**src/rtl/dmem_arbiter.sv**
```systemverilog
// Two-requester round-robin arbiter for the single-port data memory, with capped locked bursts.
// Latency: grant and memory drive are combinational; read data/rvalid are registered one cycle after the grant.
// Backpressure: a requester holds req until its gnt; the waiting side is blocked for at most MAX_BURST locked grants.
module dmem_arbiter #(
    parameter int AW        = 16,
    parameter int DW        = 32,
    parameter int MAX_BURST = 4,
    parameter bit PRIO_INIT = 1'b1
) (
    input  logic          clk,
    input  logic          reset,
    input  logic          req0,
    input  logic          req1,
    input  logic          we0,
    input  logic          we1,
    input  logic          lock0,
    input  logic          lock1,
    input  logic [AW-1:0] addr0,
    input  logic [AW-1:0] addr1,
    input  logic [DW-1:0] wdata0,
    input  logic [DW-1:0] wdata1,
    output logic          gnt0,
    output logic          gnt1,
    output logic          rvalid0,
    output logic          rvalid1,
    output logic [DW-1:0] rdata0,
    output logic [DW-1:0] rdata1,
    output logic          mem_write,
    output logic [AW-1:0] mem_addr,
    output logic [DW-1:0] mem_datain,
    input  logic [DW-1:0] mem_dataout
);

    typedef enum logic [1:0] {IDLE, LOCK0, LOCK1} state_t;

    localparam int              CW   = $clog2(MAX_BURST + 1);
    localparam logic [CW-1:0]   BMAX = CW'(MAX_BURST);

    state_t        state;
    logic          last;
    logic [CW-1:0] burst_cnt;

    logic          locked;
    logic          own;
    logic          own_req;
    logic          oth_req;
    logic          burst_full;
    logic          grant;
    logic          win;
    logic          win_lock;
    logic          win_we;
    logic [CW-1:0] cnt_nxt;

    assign locked     = (state != IDLE);
    assign own        = (state == LOCK1);
    assign own_req    = own ? req1 : req0;
    assign oth_req    = own ? req0 : req1;
    assign burst_full = (burst_cnt == BMAX);

    // Arbitration ignores reset; outputs are gated below and the flops are held in reset anyway.
    always_comb begin
        grant = 1'b0;
        win   = 1'b0;
        if (locked && own_req) begin
            grant = 1'b1;
            win   = (burst_full && oth_req) ? ~own : own;
        end else if (req0 && req1) begin
            grant = 1'b1;
            win   = ~last;
        end else if (req0 || req1) begin
            grant = 1'b1;
            win   = req1;
        end
    end

    assign win_lock = win ? lock1 : lock0;
    assign win_we   = win ? we1 : we0;

    // Continuing the same owner counts up (saturating); a new or preempting owner starts at one.
    always_comb begin
        cnt_nxt = CW'(1);
        if (locked && (win == own))
            cnt_nxt = burst_full ? BMAX : burst_cnt + CW'(1);
    end

    assign gnt0       = reset & grant & ~win;
    assign gnt1       = reset & grant & win;
    assign mem_write  = (gnt0 & we0) | (gnt1 & we1);
    assign mem_addr   = gnt1 ? addr1  : addr0;
    assign mem_datain = gnt1 ? wdata1 : wdata0;

    always_ff @(posedge clk or negedge reset) begin
        if (!reset) begin
            state     <= IDLE;
            last      <= PRIO_INIT;
            burst_cnt <= '0;
            rvalid0   <= 1'b0;
            rvalid1   <= 1'b0;
            rdata0    <= '0;
            rdata1    <= '0;
        end else begin
            rvalid0 <= grant & ~win & ~win_we;
            rvalid1 <= grant &  win & ~win_we;
            if (grant && !win && !win_we)
                rdata0 <= mem_dataout;
            if (grant && win && !win_we)
                rdata1 <= mem_dataout;
            if (grant) begin
                last <= win;
                if (win_lock) begin
                    state     <= win ? LOCK1 : LOCK0;
                    burst_cnt <= cnt_nxt;
                end else begin
                    state     <= IDLE;
                    burst_cnt <= '0;
                end
            end else begin
                state     <= IDLE;
                burst_cnt <= '0;
            end
        end
    end

endmodule

```
**config.mk**
```make
export PLATFORM = sky130hd
export DESIGN_NAME = dmem_arbiter
export DESIGN_NICKNAME = d
export VERILOG_FILES = /design/src/rtl/dmem_arbiter.sv
export SDC_FILE = /design/constraint.sdc
export NUM_CORES = 1
export LEC_CHECK = 0
export CAP_MARGIN = 20
export CORE_MARGIN = 2
export CORE_UTILIZATION = 36
export CTS_BUF_LIST = sky130_fd_sc_hd__clkbuf_8
export DETAILED_ROUTE_END_ITERATION = 7
export GPL_ROUTABILITY_DRIVEN = 0
export GPL_TIMING_DRIVEN = 1
export PLACE_DENSITY = 0.92
export SLEW_MARGIN = 10
export SYNTH_ARGS = -nofsm -noshare
export SYNTH_HDL_FRONTEND = slang
export SYNTH_SLANG_ARGS = --single-unit
```
**constraint.sdc**
```tcl
create_clock -name clk -period 3 [get_ports clk]
set_input_delay 0.45 -clock clk [delete_from_list [all_inputs] [get_ports clk]]
set_output_delay 0.45 -clock clk [all_outputs]
set_load 0.005 [all_outputs]
```
### Word-level counts from Yosys, hierarchy flattened

Index checks and enable logic that the tools add are counted.
W data, S select, Z words.

| word-level totals | value |
|---|---|
| register bits after elaboration | 72 |
| input port bits | 136 |

| operators by class | value |
|---|---|
| $add $sub $neg | 1 |
| equal/unequal tests | 3 |
| mux-type cells | 20 |
| bitwise gates (word level) | 14 |
| reductions and logical operators | 12 |

Operator list:

| operator | number |
|---|---|
| $mux W32 | 1 |
| $mux W16 | 1 |
| $mux W3 | 4 |
| $mux W1 | 11 |
| $and A1 B1 Y1 | 9 |
| $logic_and A1 B1 Y1 | 8 |
| $mux W2 | 3 |
| $not A1 Y1 | 4 |
| $add A3 B1 Y3 const B | 1 |
| $eq A3 B3 Y1 const B | 1 |
| $eq A2 B2 Y1 const B | 1 |
| $logic_not A1 Y1 | 2 |
| $reduce_bool A2 Y1 | 1 |
| $eq A1 B1 Y1 | 1 |
| $logic_or A1 B1 Y1 | 1 |
| $or A1 B1 Y1 | 1 |

### Logic depth before layout (Yosys ltp)

| logic depth | value |
|---|---|
| word-level depth | 10 |
| gate-level depth with buffers | 8 |
| gate-level depth less buffers | 6 |

### Worst setup path before layout

No wires, ideal clock.

| path | value |
|---|---|
| kind | register -> output |
| start point | reg burst_cnt[0] |
| end point | out mem_datain[22] |
| arrival | 1.932 ns |
| required time | 2.550 ns |
| slack | 0.618 ns |
| stages on the path, launching flop included | 9 |
| path through | dfrtp_1 inv_1 ha_1 and3_1 o311ai_4 nand3_2 buf_6 buf_6 mux2_1 |

| on the way | value |
|---|---|
| longest elaborated chain between the ends | 6 |

RTL lines:

| what | RTL line | text |
|---|---|---|
| start: declaration | 41 | `logic [CW-1:0] burst_cnt;` |
| start signal: assignment | 112 | `burst_cnt <= cnt_nxt;` |
| $eq A3 B3 Y1 | 58 | `assign burst_full = (burst_cnt == BMAX);` |
| $logic_and A1 B1 Y1 | 66 | `win = (burst_full && oth_req) ? ~own : own;` |
| $mux W1 | 66 |  |
| $mux W1 | 64 | `if (locked && own_req) begin` |
| $and A1 B1 Y1 | 87 | `assign gnt1 = reset & grant & win;` |
| $mux W32 | 90 | `assign mem_datain = gnt1 ? wdata1 : wdata0;` |
| end: declaration | 30 | `output logic [DW-1:0] mem_datain,` |

Every way passes these cells.

### Worst setup path in the final report

| path | value |
|---|---|
| start point | reg burst_cnt[0] |
| end point | out mem_datain[21] |

Same word-level chain as after synthesis.

==> summary.txt <==
Timing
  • Post-layout minimum cycle time: 2940 ps
  • Max-slew violations: 0
  • Setup violations, final: 0
  • Max Clock Skew: between 10 and 15 ps
  • Worst slew pin tran: between 1000 and 1500 ps
  • Worst Hold Slack: 406 ps
  • Final hold vios: 0
  • Unrepaired setup endpoints after global routing: yes
  • Final period util: 98.1%
  • Fmax: 0.340 GHz
  • Max_slew headroom: a little under a third
  • Fin Setup TNS: 0 ps

Power and ir drop
  • Final Total Pwr: 0.00318 W
  • P_sw: between 0.0008 and 0.0009 W
  • Sequential power share: 40.1%
  • VDD IR max: 421 µV
  • Pwr Density: 481 mW/mm²
  • Static Leak: 2.99 nW
  • Pint: between 0.002 and 0.0025 W
  • Gate power share: 36.0%
  • Clock power share: 23.9%
  • Switching share of power: 26.2%

Floorplan
  • Initial core utilization: 37.5%
  • Chip Height: between 100 and 150 µm
  • Die X: ~100 µm
  • # IOs: 253
  • Row count: 35
  • Core area: 0.00933 mm²
  • Die area: 0.0105 mm²

Logic synthesis
  • Cell variety after synth: 28
  • Synth warn: 0
  • Asr flop ratio synth: between 90% and 100%
  • Post-synth design cell area: 0.00350 mm²
  • Post-synth EDFFs: 0
  • Syn_nets: 380
  • Syn avg cell area: 14.5 µm²
  • Register bit total from synthesis: 72
  • Synth Instances: 242
  • Sequential area share after synthesis: between 50 and 60%
  • Top FF cell, synth: dfrtp_1

Global routing
  • Vias in the first global route: 3256
  • Gr ovfl total: 0
  • Antenna violations before repair: 0
  • First-pass GRT wire length: between 15000 and 20000 µm
  • Total track usage: 23.7%
  • Largest net degree at the start of global routing: 73

Critical path
  • Crit-path slowest cell: clkdlybuf4s50_1
  • Cell family with most CP delay: buffers and inverters
  • Required @ worst endpoint: 2550 ps
  • Critical Path Start Type: flop
  • Worst-path cell chain: inv_2 -> ha_4 -> and3_4 -> o311ai_4 -> nand3_4 -> buf_6 -> mux2_4 -> clkdlybuf4s50_1
  • WP buf/inv: 3
  • RR Endpoint: rdata0[4]
  • CP arrival: approximately 2500 ps
  • CP peak stage delay: 460 ps
  • Critical path origin: burst_cnt[0]
  • R2R setup slack: 370 ps
  • CP max FO: 7
  • CP Class: flop to output pin
  • Worst setup EP type: output pin
  • RR Startpoint: burst_cnt[0]
  • R2R depth: 7

Clocking
  • CTS max path bufs: 2
  • Root Driver: clkbuf_8
  • CTS tree: yes
  • Clk sink count: 72
  • Worst-skew pair later-pin latency: 350 ps
  • Clock transition at path regs: ~80 ps
  • H-tree levels: 3
  • Total CTS buffers: 9

Cells and area
  • Final Instance Area: 0.00661 mm²
  • Share of cells above drive strength 1: 30.9%
  • Final nets: around 650
  • Final Util: 70.9%
  • Fillers: 664
  • Area grow syn2layout: 88.9%

Drt
  • Vias per cell: roughly 5
  • Post-DRT Antenna Nets: 0
  • Wire per inst: a little over 20 µm
  • DR iter-0 viols: 98
  • DRT Pass-1 Iters: 4
  • WL final: 13400 µm
  • Via count: roughly 3200
  • DRC: 0

Status
  • Status: finished clean

Placed design
  • # port buffers: 252
  • Placement Cell Area: 0.00620 mm²
  • Detailed Place HPWL: 10400 µm

Hold path
  • Worst min-delay path class: input pin to async pin

Flow run
  • Max-Cap Viols: 0
-- layout make-up --
class / instances / area (µm²) / share of cell area [%]
diodes: 1 / 2.50 / 0.0379
multi-input cells: 153 / 1630 / 24.6
inverters: 5 / 18.8 / 0.284
clock buffers: 9 / 124 / 1.87
flip-flops and latches: 72 / 1800 / 27.3
repair buffers: 272 / 2800 / 42.4
clock inverters: 6 / 68.8 / 1.04
well taps: 129 / 161 / 2.44
-- cell families after synthesis --
logic type / Yosys count / synth area share, %
compound gates: 10 / 2.47
fa+ha+maj: 2 / 0.715
buf+inv: 17 / 3.15
flops: 72 / 51.5
mux: 114 / 37.5
simple gates: 27 / 4.68
-- power groups by stage --
stage               sequential [W]  combinational [W]  clock (W)
floorplan                  0.00129           0.000329          0
global placement           0.00127            0.00111          0
detailed placement         0.00129            0.00113          0
CTS                        0.00128            0.00115   0.000777
global route               0.00130            0.00121   0.000829
finish                     0.00128            0.00115   0.000759
-- layer usage --
metal | vias up | share of wire, % | routed length [µm] | global-route usage [%]
met5 | - | 0 | 0 | 0
met2 | 152 | 54 | 7190 | 42.1
li1 | 1407 | - | - | -
met4 | 0 | 3.2 | 431 | 11.0
met3 | 30 | 8.4 | 1120 | 7.59
met1 | 1567 | 35 | 4650 | 25.7
-- Yosys cell counts (all sizes together) (2+ instances only) --
cell	instances	area share (%)
dfrtp	71	51
buf	12	2.6
inv	5	0.54
nand3	5	0.86
nor2b	2	0.36
mux2	112	37
and2	2	0.36
nor2	2	0.21
o21ai	4	0.57
mux2i	2	0.57
nand2	6	0.64
nand3b	5	1.2
a21oi	2	0.29
ha	2	0.71
and3	2	0.36
-- repair_timing --
action / 4_1_cts / 5_1_grt
pin swaps: 0 / 2
gates cloned: 2 / 0
setup buffers: 1 / 6
hold buffers: 0 / 0
resized for setup: 22 / 43
endpoints found under the setup margin: 49 / 44
-- layout by cell type (no fill, tap or decap), types with 2 or more instances in the layout --
cell type and instances:
a21oi_1 2, and2_1 2, buf_12 3, buf_4 13, clkbuf_8 9, clkdlybuf4s15_1 6, clkdlybuf4s50_1 207, dfrtp_1 71
dlygate4sd2_1 12, dlymetal6s2s_1 25, inv_1 3, inv_2 2, inv_6 2, mux2_2 100, mux2_4 11, mux2i_1 2
nand2_1 6, nand3_1 4, nand3b_1 4, nor2_1 2, nor2b_1 2, o21ai_0 4
-- through the flow --
step	setup WS, ps	cells
2_1_floorplan	618	242
3_3_place_gp	55.0	622
3_5_place_dp	-60.8	622
4_1_cts	-126	640
5_1_grt	-14.5	646
6_report	56.3	647
-- registers in the layout (all words and copies together) (netlist names) --
| signal | cells |
|---|---|
| rdata0 | 32 |
| rdata1 | 32 |
| burst_cnt | 3 |
| state | 2 |
| last | 1 |
| rvalid0 | 1 |
| rvalid1 | 1 |
-- worst max-delay path by stage --
stage	to	slack [ps]	cells past startpoint
3_3_place_gp	rdata0[2]	50	6
6_report	mem_datain[21]	60	8
5_1_grt	mem_addr[5]	-10	9
3_5_place_dp	rdata0[1]	-60	6
4_1_cts	mem_addr[2]	-130	8
2_1_floorplan	mem_datain[22]	620	8
Note: power is estimated with default switching activity, not from simulation.
